## src/rtl/freq_meter_multichannel.sv

```systemverilog
// Multi-channel gated frequency meter: synchronised inputs, BCD edge counters, latched results on valid/ready.
// Define FREQ_METER_CONTINUOUS_EN for back-to-back gates (results overwritten if not accepted).
module freq_meter_multichannel #(
    parameter int CHANNELS    = 2,
    parameter int DIGITS_NUM  = 6,
    parameter int GATE_W      = 24,
    parameter int SYNC_STAGES = 2
) (
    input  logic                             clk_in,
    input  logic                             reset_in,
    input  logic [CHANNELS-1:0]              sig_in,
    input  logic [GATE_W-1:0]                gate_len_in,
    output logic [CHANNELS*4*DIGITS_NUM-1:0] digits_out,
    output logic [CHANNELS-1:0]              overflow_out,
    output logic                             valid_out,
    input  logic                             ready_in,
    output logic                             overrun_out,
    output logic                             gate_active_out
);

    localparam int CW = 4 * DIGITS_NUM;
    localparam int SS = (SYNC_STAGES < 2) ? 2 : SYNC_STAGES;

    typedef enum logic [1:0] {S_START, S_MEASURE, S_LATCH, S_WAIT} state_t;

    state_t                            state_q, state_d;
    logic [GATE_W-1:0]                 gate_q, gate_d;
    logic [SS-1:0][CHANNELS-1:0]       sync_q;
    logic [CHANNELS-1:0]               hist_q;
    logic [CHANNELS-1:0]               edge_w;
    logic [CHANNELS-1:0][CW-1:0]       cnt_q, cnt_d;
    logic [CHANNELS-1:0]               ovf_q, ovf_d;
    logic [CHANNELS*CW-1:0]            digits_q, digits_d;
    logic [CHANNELS-1:0]               ovfo_q, ovfo_d;
    logic                              valid_q, valid_d;
    logic                              overrun_q, overrun_d;
    logic                              accept_w;

    function automatic logic [CW-1:0] bcd_inc(input logic [CW-1:0] v);
        logic [CW-1:0] r;
        logic          carry;
        r     = v;
        carry = 1'b1;
        for (int d = 0; d < DIGITS_NUM; d++) begin
            if (carry) begin
                if (v[4*d +: 4] == 4'd9) begin
                    r[4*d +: 4] = 4'd0;
                end else begin
                    r[4*d +: 4] = v[4*d +: 4] + 4'd1;
                    carry       = 1'b0;
                end
            end
        end
        return r;
    endfunction

    function automatic logic is_max(input logic [CW-1:0] v);
        logic m;
        m = 1'b1;
        for (int d = 0; d < DIGITS_NUM; d++) begin
            if (v[4*d +: 4] != 4'd9) m = 1'b0;
        end
        return m;
    endfunction

    assign edge_w          = sync_q[SS-1] & ~hist_q;
    assign accept_w        = valid_q & ready_in;
    assign gate_active_out = (state_q == S_MEASURE);
    assign digits_out      = digits_q;
    assign overflow_out    = ovfo_q;
    assign valid_out       = valid_q;
    assign overrun_out     = overrun_q;

    always_comb begin
        state_d   = state_q;
        gate_d    = gate_q;
        cnt_d     = cnt_q;
        ovf_d     = ovf_q;
        digits_d  = digits_q;
        ovfo_d    = ovfo_q;
        valid_d   = valid_q;
        overrun_d = overrun_q;
        if (accept_w) valid_d = 1'b0;
        case (state_q)
            S_START: begin
                gate_d  = (gate_len_in == '0) ? '0 : gate_len_in - GATE_W'(1);
                cnt_d   = '0;
                ovf_d   = '0;
                state_d = S_MEASURE;
            end
            S_MEASURE: begin
                for (int c = 0; c < CHANNELS; c++) begin
                    if (edge_w[c]) begin
                        if (is_max(cnt_q[c])) ovf_d[c] = 1'b1;
                        else                  cnt_d[c] = bcd_inc(cnt_q[c]);
                    end
                end
                if (gate_q == '0) state_d = S_LATCH;
                else              gate_d  = gate_q - GATE_W'(1);
            end
            S_LATCH: begin
                digits_d = cnt_q;
                ovfo_d   = ovf_q;
                // A new latch overrides a same-cycle acceptance, so valid stays high.
                valid_d  = 1'b1;
                if (valid_q && !ready_in) overrun_d = 1'b1;
`ifdef FREQ_METER_CONTINUOUS_EN
                state_d  = S_START;
`else
                state_d  = S_WAIT;
`endif
            end
            S_WAIT: begin
                if (accept_w) state_d = S_START;
            end
            default: state_d = S_START;
        endcase
    end

    always_ff @(posedge clk_in or posedge reset_in) begin
        if (reset_in) begin
            state_q   <= S_START;
            gate_q    <= '0;
            sync_q    <= '0;
            hist_q    <= '0;
            cnt_q     <= '0;
            ovf_q     <= '0;
            digits_q  <= '0;
            ovfo_q    <= '0;
            valid_q   <= 1'b0;
            overrun_q <= 1'b0;
        end else begin
            state_q   <= state_d;
            gate_q    <= gate_d;
            sync_q    <= {sync_q[SS-2:0], sig_in};
            hist_q    <= sync_q[SS-1];
            cnt_q     <= cnt_d;
            ovf_q     <= ovf_d;
            digits_q  <= digits_d;
            ovfo_q    <= ovfo_d;
            valid_q   <= valid_d;
            overrun_q <= overrun_d;
        end
    end

endmodule

```

## config.mk

```make
export PLATFORM = sky130hd
export DESIGN_NAME = freq_meter_multichannel
export DESIGN_NICKNAME = d
export VERILOG_FILES = /design/src/rtl/freq_meter_multichannel.sv
export SDC_FILE = /design/constraint.sdc
export NUM_CORES = 1
export LEC_CHECK = 0
export CAP_MARGIN = 10
export CORE_MARGIN = 2
export CORE_UTILIZATION = 60
export DETAILED_ROUTE_END_ITERATION = 10
export DONT_BUFFER_PORTS = 1
export HOLD_SLACK_MARGIN = 0.08
export PLACE_DENSITY = 0.83
export SLEW_MARGIN = 20
export SYNTH_ARGS = -nofsm -noshare
export SYNTH_HDL_FRONTEND = slang
export SYNTH_SLANG_ARGS = --single-unit
```

## constraint.sdc

```tcl
create_clock -name clk_in -period 5.3 [get_ports clk_in]
set_clock_uncertainty 0.2 [all_clocks]
set_input_delay 1.06 -clock clk_in [delete_from_list [all_inputs] [get_ports clk_in]]
set_output_delay 1.06 -clock clk_in [all_outputs]
set_load 0.005 [all_outputs]
```

* After elaboration in Yosys (flattened, before gate mapping)
Index checks and enable logic that the tools add are counted.
** Cells by class
- Equal/unequal tests :: 46
- Muxes and demuxes :: 104
- Div/mod/pow operators :: 0
- Shift-type cells :: 0
- Magnitude comparators :: 0
- Bitwise gates (word level) :: 3
- Reductions and logical operators :: 24
- Add/sub/neg operators :: 14
- Multipliers :: 0
** Operators with widths (count)
- $mux 24 :: 6
- $pmux 48 s2 :: 1
- $mux 4 :: 22
- $mux 1 :: 70
- $add 4x1->4 const B :: 12
- $eq 4x4->1 const B :: 12
- $logic_not 24->1 :: 2
- $ne 4x4->1 const B :: 12
- $pmux 24 s2 :: 1
- $sub 24x1->24 const B :: 2
- $reduce_and 4->1 :: 10
- $ne 2x1->1 const B :: 15
- $reduce_and 3->1 :: 4
- $ne 2x2->1 const B :: 4
- $pmux 2 s4 :: 1
- $reduce_and 2->1 :: 3
- $eq 2x2->1 const B :: 2
- $mux 2 :: 2
- $pmux 2 s2 :: 1
- $reduce_bool 2->1 :: 2
- $and 2x2->2 :: 1
- $eq 2x1->1 const B :: 1
- $logic_not 2->1 :: 1
- $not 2->2 :: 1
- 3 further kinds :: 3
** Word-level totals
- Bits in registers :: 134
- Bits in writable memories :: 0
- Latch bits :: 0
- Bits in read-only memories :: 0
- Memories :: 0

* Depth between registers and ports, before layout
- Depth after elaboration :: 32
- Mapped depth :: 9
- Mapped depth without buffers :: 7

* Least setup slack after synthesis
No wires, ideal clock.
- Path kind :: in2reg
- Start :: in gate_len_in[18]
- End :: reg gate_q[22]
- Setup slack :: 2.421 ns
- Cell stages on the path :: 5
- Data arrival time :: 2.612 ns
- Path buffers :: 0
- Setup time :: 0.067 ns
- Cell sequence :: or4_4 or3_4 or3_1 a211oi_2 a311o_1
** Between the ends
- Word-level cells in the longest chain between the ends :: 3
- Elaborated cells on any way between the ends :: 4
- Those cells by class :: add/sub: 1; mux: 2; reduce/logical: 1
** Ends and longest elaborated chain
- start: declaration :: RTL line 12 : input logic [GATE_W-1:0] gate_len_in,
- $sub 24x1->24 / $logic_not 24->1 (equally long branches) :: RTL line 86 : gate_d = (gate_len_in == '0) ? '0 : gate_len_in - GATE_W'(1);
- $mux 24 (*) :: RTL line 86
- $pmux 24 s2 (*) :: RTL line 84 : case (state_q)
- end signal: assignment :: RTL line 134 : gate_q <= gate_d;
- end: declaration :: RTL line 27 : logic [GATE_W-1:0] gate_q, gate_d;
Mark *: on every way between the ends. The rest lies on a longest branch, timed or not.
A chain may end at the register's enable or synchronous reset.

* Worst setup path in the final report
- Start :: reg state_q[0]
- End :: reg cnt_q[16] in the netlist's numbering
** Between the ends
- Word-level cells in the longest chain between the ends :: 3
- Elaborated cells on any way between the ends :: 8
- Those cells by class :: eq/ne: 4; mux: 1; reduce/logical: 3
** Ends and longest elaborated chain
- start: declaration :: RTL line 26 : state_t state_q, state_d;
- start signal: assignment :: RTL line 133 : state_q <= state_d;
- $eq 2x1->1 / $logic_not 2->1 (equally long branches) :: RTL line 84
- $ne 2x1->1 (no line) (tied with other cells)
- $reduce_and 4->1 (no line)
- end signal: assignment :: RTL line 137 : cnt_q <= cnt_d;
- end: declaration :: RTL line 31 : logic [CHANNELS-1:0][CW-1:0] cnt_q, cnt_d;
Parallel ways exist; a longest one is shown, timed or not.

==> key figures <==
Critical path
  • WP data required: 5410 ps
  • CP Cell Sequence: inv_1 -> ha_1 -> nand2b_1 -> a22oi_1 -> o211ai_2 -> nor3_2 -> mux2_2
  • Reg-to-reg critical path startpoint: state_q[0]
  • Slowest stage delay, CP: 560 ps
  • Worst flop-to-flop path endpoint: cnt_q[16]
  • Crit path launch type: flip-flop
  • CP top delay family: compound AO/OA/AOI/OAI gates
  • R2R setup slack: 1840 ps
  • Critical-path maximum fanout: 16
  • Critical-path top delay cell: a22oi_1
  • Arr. time, crit path: 3570 ps
  • Buf/Inv on CP: 1
  • CP Capture Type: flip-flop
  • Setup CP Type: reg2reg
  • Reg2reg path depth: 7

STA
  • Worst-Margin Slew: 1041 ps
  • RSZ-0062 raised after global routing: false
  • Min Tclk post-route: 3458 ps
  • Final setup margin: 1842 ps
  • FMAX: 289.2 MHz
  • TNS Setup: 0 ps
  • Slew headroom: 30.27%
  • Period utilization: 65.25%
  • Count of pins over their slew limit: 0
  • Hold Vio Cnt, Final: 0
  • Final setup fails: 0

Layout
  • Commonest non-fill, non-tap cell in the layout: dfrtp_1
  • Final instance area: 8069 sq um
  • Nets@finish: 765
  • P&R area growth vs syn: 9.901%
  • Ant diodes: 0
  • Filler instances: 878
  • Layout Cells excl Fill: 864
  • Commonest non-fill, non-tap cells in the layout: 134 x dfrtp_1, 53 x nand2_1, 53 x mux2_2
  • Share of cells above drive strength 1: 16.74%

Drt
  • Routed WL per cell: 20.06 microns
  • First-pass DRT Iterations: 5
  • ANT nets after route: 0
  • Total Wirelength: 17.33 mm
  • Initial DRC Count: 479
  • DR DRC count: 0
  • DR vias/cell: 6.745
  • Vias: 5828

Logic synthesis
  • Post-Syn Area: 7342 sq um
  • Fraction of registers with async set/reset: 100.0%
  • Dominant synthesized flop cell: dfrtp_1
  • Cells after synthesis: 706
  • Synth cell types: 75
  • Yosys reg bits: 134
  • Syn Nets: 767
  • Mapped Avg Cell Area: 10.40 sq um
  • Yosys warns: 0
  • Post-synth EDFFs: 0
  • Sequential-to-total area share from yosys stat: 45.67%

Run
  • Max cap viols: 0

Clock network
  • Post CTS Setup Buffer Count: 0
  • Clk buf depth: 2
  • Worst-Skew Late Latency: 420 ps
  • Clock sinks: 134
  • CTS clock-pin slew for the worst setup and hold paths: 60 ps
  • TritonCTS clock tree: built
  • Hold bufs inserted after CTS: 0
  • Cts bufs inserted: 17
  • Clk root buf: clkbuf_16
  • CTS H-Tree Depth: 4
  • Post_cts resized: 0

Pwr
  • VDD IR max: 0.0002015 V
  • Leak: 0.003569 uW
  • Power density cells: 330.7 nW/um^2

Global route
  • First-pass GRT wire length: 28.22 mm
  • Initial antenna violation count: 0
  • Grt ovf: 0
  • Largest net degree at the start of global routing: 103
  • Vias in the first global route: 5792
  • GR Util All Layers: 27.54%

Floorplanning
  • Initial Util: 61.38%
  • Chip height: 114.6 microns
  • Core Box Area: 11960 sq um
  • Floorplan row count: 40
  • IO Pins: 82
  • Die Wd: 114.6 microns
  • Die area: 13140 sq um

Hold path
  • Worst Hold Class: reg2reg
  • Hold_sp: sync_q[1]
  • Worst hold stages: 0
  • Hold Path End: sync_q[3]

Placement
  • Dpl hpwl: 11.95 mm
  • Number of port buffers: 0
  • Dpl ws: 1916 ps
  • Final estimated routing congestion in global placement: 0.9205
  • Post-DP Area: 7466 sq um
  • Cells after DPL: 832

Status
  • Outcome: completed
sequential cells by signal, summed over array words and instances, names as in the netlist:
signal	count
state_q	2
digits_out	48
valid_out	1
gate_q	24
hist_q	2
cnt_q	48
sync_q	4
overflow_out	2
overrun_out	1
ovf_q	2
metal layers:
layer  wire length, microns  part of all wire, %  track usage, %  vias up
li1                       -                    -               -     2652
met1                   7241                   42           35.05     2894
met2                   8473                   49           44.93      233
met3                   1125                  6.5           6.829       49
met4                    492                  2.8           11.79        0
met5                      0                    0               0        -
report_power, final:
group / leakage (uW) / switching, uW / internal, uW
clock network: 0.000283 / 465 / 743
logic: 0.00155 / 159 / 115
registers: 0.00174 / 95.2 / 1090
kinds of logic (layout without fill, tap and decap cells):
logic type | Yosys count | count (layout) | synth area share (%)
buffers and inverters | 58 | 69 | 3.102
AOI/OAI and AO/OA | 169 | 169 | 16.36
and+or+nand+nor | 238 | 238 | 18.61
DFF | 134 | 134 | 45.67
muxes | 56 | 56 | 8.538
xor gates and xnor gates | 19 | 19 | 2.267
adders and majority gates | 32 | 32 | 5.453
how the worst max path moves through the flow:
stage          startpoint   endpoint  depth (start not counted)
2_1_floorplan    reset_in   cnt_q[0]                          1
3_3_place_gp   state_q[0]  cnt_q[17]                          7
3_5_place_dp   state_q[0]  cnt_q[16]                          7
4_1_cts        state_q[0]  cnt_q[16]                          7
5_1_grt        state_q[0]  cnt_q[16]                          7
6_report       state_q[0]  cnt_q[16]                          7
synthesized netlist by cell type (all sizes together) (5+ instances only):
cell type / n / share of area (%)
o41ai: 11 / 1.3
nor3: 22 / 1.7
inv: 32 / 1.6
buf: 9 / 0.60
o31a: 8 / 0.99
o211ai: 14 / 1.7
dfrtp: 134 / 46
xnor2: 12 / 1.4
a22oi: 5 / 0.51
xor2: 7 / 0.84
clkbuf: 17 / 0.87
mux2: 53 / 8.1
nor4: 17 / 1.8
nand4: 8 / 0.77
o21ai: 39 / 2.7
o31ai: 16 / 1.6
a21o: 9 / 0.92
and3: 10 / 0.85
a21oi: 20 / 1.4
nand3b: 16 / 2.0
or4: 10 / 1.1
nor2: 37 / 1.9
or3: 13 / 1.3
a31oi: 11 / 0.94
nand2: 53 / 2.7
ha: 32 / 5.5
nand3: 24 / 1.6
stage by stage:
step	hold WS, ps	utilization, %	power (uW)
2_1_floorplan	131.2	-	1388
3_3_place_gp	140.9	62.42	1440
3_5_place_dp	141.3	62.42	1467
4_1_cts	154.4	67.46	2676
5_1_grt	155.0	67.46	2766
6_report	152.6	67.46	2668
cell type report:
class,instances,area [sq um],share of cell area (%)
Inverter,32,125.1,1.551
Sequential cell,134,3353,41.56
Clock inverter,14,173.9,2.155
Timing Repair Buffer,5,37.54,0.4652
Multi-Input combinational cell,514,3766,46.67
Tap cell,147,183.9,2.279
Clock buffer,18,429.2,5.319
(Power assumes the default switching activity.)
